### src/rtl/hilo_mult_ctrl.sv
// hilo_mult_ctrl
//   Sequencing controller for the multi-cycle multiply unit and the HI/LO
//   register pair. MULTU replaces HI/LO with op_a*op_b; MADDU adds the
//   product to HI/LO (carry-out dropped). The multiply is shift-add, one
//   multiplier bit per cycle, so every operation takes WIDTH RUN cycles
//   plus one WB cycle. MFHI/MFLO reads come straight off the registers.
//
// Ports
//   clk, rst       clock, synchronous active-high reset
//   start          MULTU/MADDU in EX (sampled only while idle)
//   accumulate     1 = MADDU, 0 = MULTU
//   op_a, op_b     unsigned multiplicand / multiplier
//   mf_req, mf_sel MFHI/MFLO in EX; mf_sel 1 = HI, 0 = LO
//   mf_data        selected HI/LO, meaningful when stall = 0
//   hi, lo         HI/LO registers
//   busy           operation in flight (RUN or WB)
//   done           one-cycle pulse during WB
//   stall          hold IF/ID/EX while a new request meets a busy unit
module hilo_mult_ctrl #(
    parameter int unsigned WIDTH = 32
) (
    input  logic             clk,
    input  logic             rst,
    input  logic             start,
    input  logic             accumulate,
    input  logic [WIDTH-1:0] op_a,
    input  logic [WIDTH-1:0] op_b,
    input  logic             mf_req,
    input  logic             mf_sel,
    output logic [WIDTH-1:0] mf_data,
    output logic [WIDTH-1:0] hi,
    output logic [WIDTH-1:0] lo,
    output logic             busy,
    output logic             done,
    output logic             stall
);

    localparam int unsigned   CW   = (WIDTH > 1) ? $clog2(WIDTH) : 1;
    localparam logic [CW-1:0] LAST = CW'(WIDTH - 1);

    typedef enum logic [1:0] {
        IDLE,
        RUN,
        WB
    } state_t;

    state_t             state;
    logic [2*WIDTH-1:0] mcand;
    logic [2*WIDTH-1:0] prod;
    logic [WIDTH-1:0]   mplier;
    logic [CW-1:0]      count;
    logic               acc;

    // busy and done are registered alongside the state so they are glitch-free
    // stage outputs; they track RUN/WB and WB respectively.
    always_ff @(posedge clk) begin
        if (rst) begin
            state  <= IDLE;
            hi     <= '0;
            lo     <= '0;
            prod   <= '0;
            mcand  <= '0;
            mplier <= '0;
            count  <= '0;
            acc    <= 1'b0;
            busy   <= 1'b0;
            done   <= 1'b0;
        end else begin
            case (state)
                IDLE: begin
                    if (start) begin
                        mcand  <= {{WIDTH{1'b0}}, op_a};
                        mplier <= op_b;
                        acc    <= accumulate;
                        prod   <= '0;
                        count  <= '0;
                        busy   <= 1'b1;
                        state  <= RUN;
                    end
                end
                RUN: begin
                    if (mplier[0]) begin
                        prod <= prod + mcand;
                    end
                    mcand  <= mcand << 1;
                    mplier <= mplier >> 1;
                    count  <= count + 1'b1;
                    if (count == LAST) begin
                        done  <= 1'b1;
                        state <= WB;
                    end
                end
                WB: begin
                    if (acc) begin
                        {hi, lo} <= {hi, lo} + prod;
                    end else begin
                        {hi, lo} <= prod;
                    end
                    done  <= 1'b0;
                    busy  <= 1'b0;
                    state <= IDLE;
                end
                default: begin
                    busy  <= 1'b0;
                    done  <= 1'b0;
                    state <= IDLE;
                end
            endcase
        end
    end

    // No HI/LO forwarding: a read during WB stalls and sees the new value
    // on the following idle cycle.
    always_comb begin
        stall   = busy & (start | mf_req);
        mf_data = mf_sel ? hi : lo;
    end

endmodule

### config.mk
export PLATFORM = sky130hd
export DESIGN_NAME = hilo_mult_ctrl
export DESIGN_NICKNAME = d
export VERILOG_FILES = /design/src/rtl/hilo_mult_ctrl.sv
export SDC_FILE = /design/constraint.sdc
export NUM_CORES = 1
export LEC_CHECK = 0
export CAP_MARGIN = 20
export CORE_MARGIN = 1
export CORE_UTILIZATION = 58
export CTS_CLUSTER_DIAMETER = 100
export DETAILED_ROUTE_END_ITERATION = 10
export HOLD_SLACK_MARGIN = 0.05
export PLACE_DENSITY_LB_ADDON = 0.2
export SYNTH_ARGS = -nofsm -noshare
export SYNTH_HDL_FRONTEND = slang
export SYNTH_SLANG_ARGS = --single-unit
### constraint.sdc
create_clock -name clk -period 3.7 [get_ports clk]
set_clock_uncertainty 0.05 [all_clocks]
set_input_delay 0.555 -clock clk [delete_from_list [all_inputs] [get_ports clk]]
set_output_delay 0.555 -clock clk [all_outputs]
set_load 0.05 [all_outputs]
==> results_dict.tcl <==
set metrics [dict create \
    syn_area_per_cell_sq_um 7.73 \
    grt_max_degree 107 \
    critPathMaxStageDelay_ps 540 \
    synth_edf_count 0 \
    hold_end "prod[28]" \
    dp_hpwl_mm 40.9 \
    grt_overflow_total 0 \
    cts.repair.resized 0 \
    power.density_nw_per_um2 298 \
    cts_made_buffers 27 \
    synthFlopType "dfxtp_1" \
    slew_headroom_pct 35.6 \
    postPlaceCellArea_sq_um 19200 \
    cts.sinks 234 \
    insertedDiodeCount 0 \
    drv_slew 0 \
    async_reset_ff_share_pct 0 \
    io_buffers 168 \
    htreeDepth 1 \
    post_cts.repair.setup_buffers 0 \
    switching_share_pct 25.9 \
    tritoncts "yes" \
    finalSetupViolations 0 \
    start_util_pct 59.7 \
    final_nets 2486 \
    clk_latency_ps 560 \
    ant_nets 0 \
    first_iter_violations 1373 \
    finalInstanceArea_sq_um 20200 \
    synth.cell_area_sq_um 16800 \
    clk_pin_slew_worst_paths_ps 60 \
    drt_pass1_iterations 6 \
    num_io_pins 169 \
    yosys.cell_types.count 76 \
    cp-end-kind "flop" \
    reg2reg_depth 13 \
    power_frac_seq_pct 44.5 \
    min-delay-start "rst" \
    antenna_found_initial 0 \
    regToRegSetupSlack_ps 140 \
    grt_pass1_wl_mm 84.3 \
    setup_slack_ps 138 \
    multiInputGateArea_sq_um 11500 \
    p_clk_share_pct 45.4 \
    combPwrFrac_pct 10.1 \
    nFillCells 2248 \
    wl_per_cell_um 20.2 \
    min_period_ps 3560 \
    place.gp.congestion 1.05 \
    drive_above_1_share_pct 9.24 \
    ys_seq_elements 234 \
    cp_max_fo 5 \
    finalPower_mw 6.01 \
    period_share_pct 96.3 \
    path_cells "buf_4 > ha_1 > a211oi_2 > o21ai_1 > a21boi_1 > a31oi_1 > a211o_1 > nor3b_2 > or4_1 > nand3_2 > o31ai_1 > xor2_1 > a22o_1" \
    path_class "reg2reg" \
    syn-num-nets 2376 \
    fin_setup_tns_ps 0 \
    dieWidth_um 172 \
    drc 0 \
    cts_hold_buf 0 \
    hold_depth 2 \
    outcome "finished, final reports clean" \
    yosysSeqAreaShare_pct 27.9 \
    start_kind "flop" \
    worst_slew_pin_slew_ps 964 \
    power_switching_mw 1.56 \
    netlist_instances 2176 \
    die_area_sq_um 29700 \
    vias_per_cell 6.35 \
    die_h_um 172 \
    root_buffer "clkbuf_16" \
    cp_slowest_cell "or4_1" \
    area_delta_synth_final_pct 20.0 \
    route.vias.total 17100 \
    fmaxAchievable_mhz 281 \
    timing.critical_path.buf_inv 1 \
    rr_endpoint "prod[61]" \
    ir_drop_v 0.000395 \
    register_area_sq_um 4690 \
    grt_pass1_vias 15700 \
    cp_top_family "compound AO/OA/AOI/OAI gates" \
    track_usage_pct 36.1 \
    fp-row-count 61 \
    internal-power_mw 4.46 \
    routed_wl_mm 54.1 \
    whs_ps 308 \
    min_path_type "in2reg" \
    core-area_sq_um 28200 \
    hold_viol_final 0 \
    ys_warn_count 0 \
    p_leak_nw 8.45 \
    cp.required_ps 4100 \
    dp_slack_ps 47.8 \
    clk_path_buf_depth 3 \
    drv_cap 0 \
    r2r_start "prod[1]" \
    cp.arrival_ps 3960 \
]
-- area by class of cell --
type / count / share of cell area (%)
clock inverters: 6 / 0.434
multi-input cells: 1758 / 57.0
flip-flops and latches: 234 / 23.2
inverters: 36 / 0.670
well taps: 378 / 2.34
clock buffers: 43 / 4.00
repair buffers: 229 / 12.3
-- routing by layer --
layer / track usage [%] / share of wire [%] / vias up
li1: - / - / 8164
met3: 5.01 / 9.1 / 87
met4: 9.62 / 2.6 / 0
met1: 52.1 / 45 / 8055
met2: 55.9 / 43 / 747
met5: 0 / 0 / -
-- worst max-delay path by stage --
stage / from / to / slack (ps) / cells after the start
5_1_grt: mcand[0] / prod[56] / -9 / 15
4_1_cts: mcand[0] / prod[56] / 7 / 15
2_1_floorplan: lo[14] / hi[27] / 360 / 12
3_5_place_dp: mcand[0] / prod[56] / 50 / 15
3_3_place_gp: mcand[0] / prod[56] / 160 / 15
6_report: prod[1] / prod[61] / 140 / 13
-- Yosys cell counts, drive strengths merged, types with 13 or more instances --
library cell	number	area share, %
and3	17	0.63
nor3b	13	0.61
mux2	33	2.2
xor2	52	2.7
nor2b	14	0.52
buf	29	0.71
nor2	224	5.0
o21a	17	0.76
a21oi	190	5.8
dfxtp	234	28
a21o	92	4.1
clkbuf	119	2.7
mux2i	49	2.9
nand2	299	6.7
a311oi	67	3.5
inv	36	0.80
xnor2	60	3.1
nand4	31	1.2
o21ai	99	3.0
nor3	34	1.0
a22oi	32	1.4
nand3	64	2.0
ha	128	9.5
and2	15	0.56
o21bai	22	1.0
a31oi	20	0.74
a211oi	59	2.7
-- flip-flops by register name, summed over array words and instances (netlist names) --
| signal | count |
|---|---|
| done | 1 |
| mplier | 32 |
| count | 5 |
| busy | 1 |
| lo | 32 |
| state | 2 |
| mcand | 64 |
| acc | 1 |
| hi | 32 |
| prod | 64 |
-- cell usage in the layout, fill, tap and decap left out, drive strengths merged, types with 31 or more instances in the layout --
cell / netlist / layout
nand2: 299 / 299
xnor2: 60 / 60
inv: 36 / 37
a21oi: 190 / 190
clkdlybuf4s50: 0 / 135
xor2: 52 / 52
clkbuf: 119 / 43
a21o: 92 / 92
o21ai: 99 / 99
a311oi: 67 / 67
a22oi: 32 / 32
dfxtp: 234 / 234
nand3: 64 / 64
mux2: 33 / 33
ha: 128 / 128
nand4: 31 / 31
mux2i: 49 / 49
nor3: 34 / 34
nor2: 224 / 224
buf: 29 / 94
a211oi: 59 / 59
-- power by group through the flow --
stage          logic, mW  registers, mW  clock network [mW]
2_1_floorplan      0.416           2.70                   0
3_3_place_gp       0.585           2.72                   0
3_5_place_dp       0.597           2.73                   0
4_1_cts            0.602           2.67                2.74
5_1_grt            0.664           2.68                2.84
6_report           0.607           2.68                2.73
-- through the flow --
stage / cells / utilization (%)
2_1_floorplan: 2176 / -
3_3_place_gp: 2635 / 68.3
3_5_place_dp: 2635 / 68.3
4_1_cts: 2684 / 71.5
5_1_grt: 2684 / 71.6
6_report: 2684 / 71.6
-- kinds of logic (layout without fill, tap and decap cells) --
kind of cell             after synthesis  after routing  share of synthesized area, %
XOR/XNOR                             112            112                          5.84
multiplexers                          82             82                          5.13
AO/OA/AOI/OAI                        678            678                          27.2
flip-flops                           234            234                          27.9
adder cells (fa/ha/maj)              130            130                          9.76
AND/OR/NAND/NOR                      756            756                          20.0
buffers and inverters                184            314                          4.18
No activity file was read; power rests on OpenSTA's default activity.
